File: src/rtl/alu_cmd_sequencer.sv
// alu_cmd_sequencer: turns one parallel ALU command into a byte-serial
// ctl/dat stream for the math stage. It then waits, with a bounded timeout,
// for the stage's ready pulse and hands the result back on a valid/ready
// response port.
module alu_cmd_sequencer #(
    parameter int unsigned TIMEOUT = 16
) (
    input  logic        clk,
    input  logic        rst_n,
    input  logic        cmd_valid,
    output logic        cmd_ready,
    input  logic [3:0]  cmd_op,
    input  logic [15:0] cmd_a,
    input  logic [15:0] cmd_b,
    output logic        alu_ctl,
    output logic [7:0]  alu_dat,
    input  logic        alu_ready,
    input  logic [31:0] alu_result,
    output logic        rsp_valid,
    input  logic        rsp_ready,
    output logic [31:0] rsp_result,
    output logic [1:0]  rsp_err
);

    localparam int unsigned CW = (TIMEOUT < 2) ? 1 : $clog2(TIMEOUT + 1);
    // WAIT spans at most TIMEOUT cycles; this is the count seen in the last one.
    localparam logic [CW-1:0] CNT_LAST = CW'(TIMEOUT - 1);

    localparam logic [1:0] ERR_OK      = 2'b00;
    localparam logic [1:0] ERR_ILLEGAL = 2'b01;
    localparam logic [1:0] ERR_TIMEOUT = 2'b10;

    typedef enum logic [2:0] {
        IDLE    = 3'd0,
        SEND_OP = 3'd1,
        SEND_AM = 3'd2,
        SEND_AL = 3'd3,
        SEND_BM = 3'd4,
        SEND_BL = 3'd5,
        WAIT    = 3'd6,
        RESP    = 3'd7
    } state_t;

    state_t         r_state;
    state_t         w_state_n;
    logic [3:0]     r_op;
    logic [15:0]    r_a;
    logic [15:0]    r_b;
    logic [CW-1:0]  r_cnt;
    logic           r_alu_ctl;
    logic [7:0]     r_alu_dat;
    logic [31:0]    r_rsp_result;
    logic [1:0]     r_rsp_err;

    logic           w_accept;
    logic           w_illegal;
    logic           w_rsp_load;
    logic [31:0]    w_rsp_result_n;
    logic [1:0]     w_rsp_err_n;
    logic [3:0]     w_op_n;
    logic [15:0]    w_a_n;
    logic [15:0]    w_b_n;
    logic           w_ctl_n;
    logic [7:0]     w_dat_n;

    assign w_accept  = cmd_valid && (r_state == IDLE);
    assign w_illegal = (cmd_op > 4'd9);

    // Operand view for the next cycle: fresh inputs on acceptance, latched copy otherwise.
    assign w_op_n = w_accept ? cmd_op : r_op;
    assign w_a_n  = w_accept ? cmd_a  : r_a;
    assign w_b_n  = w_accept ? cmd_b  : r_b;

    assign cmd_ready  = (r_state == IDLE);
    assign rsp_valid  = (r_state == RESP);
    assign alu_ctl    = r_alu_ctl;
    assign alu_dat    = r_alu_dat;
    assign rsp_result = r_rsp_result;
    assign rsp_err    = r_rsp_err;

    // State register.
    always_ff @(posedge clk or negedge rst_n) begin
        if (!rst_n) r_state <= IDLE;
        else        r_state <= w_state_n;
    end

    // Next-state logic plus the response value to capture on leaving IDLE/WAIT.
    always_comb begin
        w_state_n      = r_state;
        w_rsp_load     = 1'b0;
        w_rsp_result_n = 32'd0;
        w_rsp_err_n    = ERR_OK;
        case (r_state)
            IDLE: begin
                if (w_accept) begin
                    if (w_illegal) begin
                        w_state_n   = RESP;
                        w_rsp_load  = 1'b1;
                        w_rsp_err_n = ERR_ILLEGAL;
                    end else begin
                        w_state_n = SEND_OP;
                    end
                end
            end
            SEND_OP: begin
                case (r_op)
                    4'd7:    w_state_n = SEND_BM;
                    4'd8:    w_state_n = WAIT;
                    default: w_state_n = SEND_AM;
                endcase
            end
            SEND_AM: w_state_n = SEND_AL;
            // INC_A and ACCUM carry only operand A.
            SEND_AL: w_state_n = (r_op == 4'd6 || r_op == 4'd9) ? WAIT : SEND_BM;
            SEND_BM: w_state_n = SEND_BL;
            SEND_BL: w_state_n = WAIT;
            WAIT: begin
                // A ready pulse in the final counted cycle still wins over timeout.
                if (alu_ready) begin
                    w_state_n      = RESP;
                    w_rsp_load     = 1'b1;
                    w_rsp_result_n = alu_result;
                    w_rsp_err_n    = ERR_OK;
                end else if (r_cnt == CNT_LAST) begin
                    w_state_n   = RESP;
                    w_rsp_load  = 1'b1;
                    w_rsp_err_n = ERR_TIMEOUT;
                end
            end
            RESP: begin
                if (rsp_ready) w_state_n = IDLE;
            end
            default: w_state_n = IDLE;
        endcase
    end

    // Byte to present in the next cycle, chosen by the state about to be entered.
    always_comb begin
        w_ctl_n = 1'b0;
        w_dat_n = 8'h00;
        case (w_state_n)
            SEND_OP: begin
                w_ctl_n = 1'b1;
                w_dat_n = {4'h0, w_op_n};
            end
            SEND_AM: w_dat_n = w_a_n[15:8];
            SEND_AL: w_dat_n = w_a_n[7:0];
            SEND_BM: w_dat_n = w_b_n[15:8];
            SEND_BL: w_dat_n = w_b_n[7:0];
            default: begin
                w_ctl_n = 1'b0;
                w_dat_n = 8'h00;
            end
        endcase
    end

    // Registered ALU stream outputs so ctl/dat line up with the SEND states.
    always_ff @(posedge clk or negedge rst_n) begin
        if (!rst_n) begin
            r_alu_ctl <= 1'b0;
            r_alu_dat <= 8'h00;
        end else begin
            r_alu_ctl <= w_ctl_n;
            r_alu_dat <= w_dat_n;
        end
    end

    // Latch the command on acceptance so the inputs may change while it is serialized.
    always_ff @(posedge clk or negedge rst_n) begin
        if (!rst_n) begin
            r_op <= 4'h0;
            r_a  <= 16'h0000;
            r_b  <= 16'h0000;
        end else if (w_accept) begin
            r_op <= cmd_op;
            r_a  <= cmd_a;
            r_b  <= cmd_b;
        end
    end

    // WAIT cycle counter: zeroed on entry, counts every cycle spent in WAIT.
    always_ff @(posedge clk or negedge rst_n) begin
        if (!rst_n) begin
            r_cnt <= '0;
        end else if (r_state != WAIT && w_state_n == WAIT) begin
            r_cnt <= '0;
        end else if (r_state == WAIT) begin
            r_cnt <= r_cnt + CW'(1);
        end
    end

    // Response holding registers; stay constant while RESP waits for rsp_ready.
    always_ff @(posedge clk or negedge rst_n) begin
        if (!rst_n) begin
            r_rsp_result <= 32'd0;
            r_rsp_err    <= ERR_OK;
        end else if (w_rsp_load) begin
            r_rsp_result <= w_rsp_result_n;
            r_rsp_err    <= w_rsp_err_n;
        end
    end

endmodule

File: config.mk
export PLATFORM = sky130hd
export DESIGN_NAME = alu_cmd_sequencer
export DESIGN_NICKNAME = d
export VERILOG_FILES = /design/src/rtl/alu_cmd_sequencer.sv
export SDC_FILE = /design/constraint.sdc
export NUM_CORES = 1
export LEC_CHECK = 0
export CAP_MARGIN = 40
export CORE_MARGIN = 2
export CORE_UTILIZATION = 50
export CTS_BUF_LIST = sky130_fd_sc_hd__clkbuf_16
export DETAILED_ROUTE_END_ITERATION = 7
export PLACE_DENSITY = 0.85
export SLEW_MARGIN = 20
export SYNTH_ARGS = -nofsm -noshare
export SYNTH_HDL_FRONTEND = slang
export SYNTH_SLANG_ARGS = --single-unit
export TNS_END_PERCENT = 50
File: constraint.sdc
create_clock -name clk -period 5.9 [get_ports clk]
set_input_delay 1.77 -clock clk [delete_from_list [all_inputs] [get_ports clk]]
set_output_delay 1.77 -clock clk [all_outputs]
set_load 0.01 [all_outputs]
==> flow_metrics.tcl <==
set metrics [dict create \
    drt-pass1-iter-count 4 \
    comb_power_share 0.421 \
    grt.total_usage 0.240 \
    p_seq_frac 0.382 \
    synth_top_area_frac 0.577 \
    synth_area_um2 3770 \
    clk_pin_slew_ns 0.06 \
    syn_to_final_growth_pct 40.8 \
    num_antenna_cells 0 \
    cts_resized 0 \
    synth_ff_type "dfrtp_1" \
    p_switching_uw 978 \
    port_buffers 117 \
    finalHoldViolations 0 \
    synth-edff-count 0 \
    fp.coreArea_um2 7290 \
    final_nets 474 \
    slew_headroom 0.488 \
    drt_iter0_drc 194 \
    tightest_slew_ns 0.768 \
    grt_pass1_vias 2970 \
    cts_tree "built" \
    dieArea_um2 8260 \
    syn_nets 362 \
    powerDensity_nw_per_um2 526 \
    drive_gt1_frac 0.183 \
    power.share.switching 0.350 \
    synth-warning-count 0 \
    tns_ns 0 \
    fin_crit_ns 3.90 \
    intPower_uw 1820 \
    yosysSeqAreaShare 0.577 \
    wl_um 9340 \
    num_rows 31 \
    insertion_delay_ns 0.33 \
    synth_top_family_by_area "compound AO/OA/AOI/OAI gates" \
    numCtsBuffers 9 \
    min_from "r_a[8]" \
    synth_mux_area_frac 0.110 \
    dpl.cell_count 487 \
    async_flop_share 1.00 \
    ir_drop_mv 0.341 \
    die_x_um 90.9 \
    overflow 0 \
    worstSetupPathType "input port to flop" \
    dpl_cell_area_um2 5020 \
    yosys_register_bits 87 \
    status "completed" \
    slew_violations 0 \
    ant_nets 0 \
    avgRoutedWirePerCell_um 18.6 \
    worstPathRequired_ns 6.10 \
    synth_compound_area_frac 0.172 \
    path_max_fanout 37 \
    finalClockSkew_ns 0.00838 \
    p_leak_uw 0.00229 \
    clockBufferDepth 2 \
    final_area_um2 5310 \
    yosys.area_share.simple 0.0905 \
    setup_violations 0 \
    drc 0 \
    cts_setup_buffers 0 \
    post-route-util 0.728 \
    final_cells 503 \
    avgSynthCellArea_um2 13.1 \
    floorplan.initialDensity 0.517 \
    antenna_found_initial 0 \
    critical_path.startpoint "cmd_valid" \
    grt_max_degree 57 \
    reg2reg_from "r_state[0]" \
    min_period_over_period 0.660 \
    rsz0062_at_grt "false" \
    cts_root_buf "clkbuf_16" \
    hpwlAfterDp_um 6540 \
    fmax_ghz 0.257 \
    grt_pass1_wl_um 15400 \
    cts.htree.levels 3 \
    hold_path_class "flop to flop" \
    max_cap_viol_count 0 \
    crit_path_start_kind "input port" \
    vias 2815 \
    cts_sinks 87 \
    place_congestion 0.766 \
    synthXorXnorAreaFrac 0.00697 \
    worstPathArrival_ns 4.09 \
    nFillCells 509 \
    cts_hold_buf 0 \
    synthCells 287 \
    viasPerCell 5.60 \
    synth_area_leaders "dfrtp_1 58%, mux2_2 8.1%, a22o_1 7.4%" \
    ys_types 44 \
    p_clk_frac 0.197 \
    synth_fa_ha_area_frac 0.00663 \
    dieHeight_um 90.9 \
    ios 118 \
    synth_top_area_cell "dfrtp_1" \
    crit_path_end_kind "flop" \
]
-- registers in the layout, indices dropped and copies added (netlist names) --
name	flops
r_cnt	5
alu_dat	8
alu_ctl	1
r_op	4
r_a	16
rsp_err	2
r_b	16
r_state	3
rsp_result	32
-- per-layer routing --
metal / vias to the layer above / GRT usage / routed length [um]
met2: 70 / 0.398 / 4950
met4: 0 / 0.130 / 275
met3: 22 / 0.0326 / 266
met5: - / 0 / 0
met1: 1438 / 0.306 / 3850
li1: 1285 / - / -
-- power by group through the flow --
| stage | clock, uW | combinational (uW) | sequential, uW |
|---|---|---|---|
| after floorplan | 0 | 717 | 1050 |
| after global placement | 0 | 1130 | 1060 |
| after detailed placement | 0 | 1170 | 1070 |
| after CTS | 557 | 1180 | 1070 |
| after global routing | 581 | 1270 | 1110 |
| final | 551 | 1180 | 1070 |
-- synthesized netlist by cell type, types with 2 or more instances --
cell,number
nor2_1,12
mux2_2,27
nand3b_1,3
ha_1,2
o21ai_0,3
a22oi_1,9
o221ai_2,8
a221oi_1,3
or2_2,6
nand2_1,11
nor4_4,2
xor2_1,2
clkbuf_1,7
nor2b_1,5
a22o_1,32
and3_1,2
dfrtp_1,87
a21oi_1,7
inv_1,11
a31oi_1,4
mux2i_1,11
buf_4,2
nor4b_2,2
buf_2,9
-- per-stage QoR --
step                setup WS, ns  hold slack (ns)  power, uW
global route                1.77            0.510       2960
floorplan                   2.74            0.462       1770
CTS                         1.98            0.499       2810
global placement            1.73            0.478       2190
finish                      2.00            0.495       2800
detailed placement          1.64            0.482       2240
-- cell families after synthesis --
logic type,count (synthesis)
AOI/OAI and AO/OA,74
buffers and inverters,30
DFF,87
and+or+nand+nor,53
muxes,38
adders and majority gates,2
xor gates and xnor gates,3
-- worst paths after layout --
path | end | slack, ns | cells past startpoint
max | alu_dat[4] | 2.00 | 7
min | r_a[8] | 0.50 | 2
max reg2reg | alu_dat[4] | 3.18 | 6
min reg2reg | r_a[8] | 0.50 | 2
max in group asynchronous | rsp_result[17] | 3.92 | 2
min in group asynchronous | r_a[5] | 1.37 | 1
-- final cells by class --
cell class / count / area [um2] / area share
clock buffers: 9 / 225 / 0.0424
clock inverters: 7 / 63.8 / 0.0120
inverters: 11 / 41.3 / 0.00778
multi-input cells: 170 / 1470 / 0.276
flip-flops and latches: 87 / 2180 / 0.410
well taps: 99 / 124 / 0.0233
repair buffers: 120 / 1210 / 0.228
-- worst max-delay path, stage by stage --
cell and delay [ns]:
clkdlybuf4s50_1 0.53, nor4b_2 0.21, buf_4 0.47, o211ai_2 0.30, o21ai_1 0.18, or3_1 0.44, o221ai_2 0.18
-- placed cells by master (no fill, tap or decap), types with 6 or more instances in the layout --
cell / instances
nor2_1: 12
or2_2: 6
a22o_1: 32
clkdlybuf4s50_1: 116
nand2_1: 11
mux2i_1: 11
a22oi_1: 9
a21oi_1: 7
o221ai_2: 8
clkbuf_16: 9
inv_1: 11
mux2_2: 27
dfrtp_1: 87
Power figures use the tool's default switching activity.
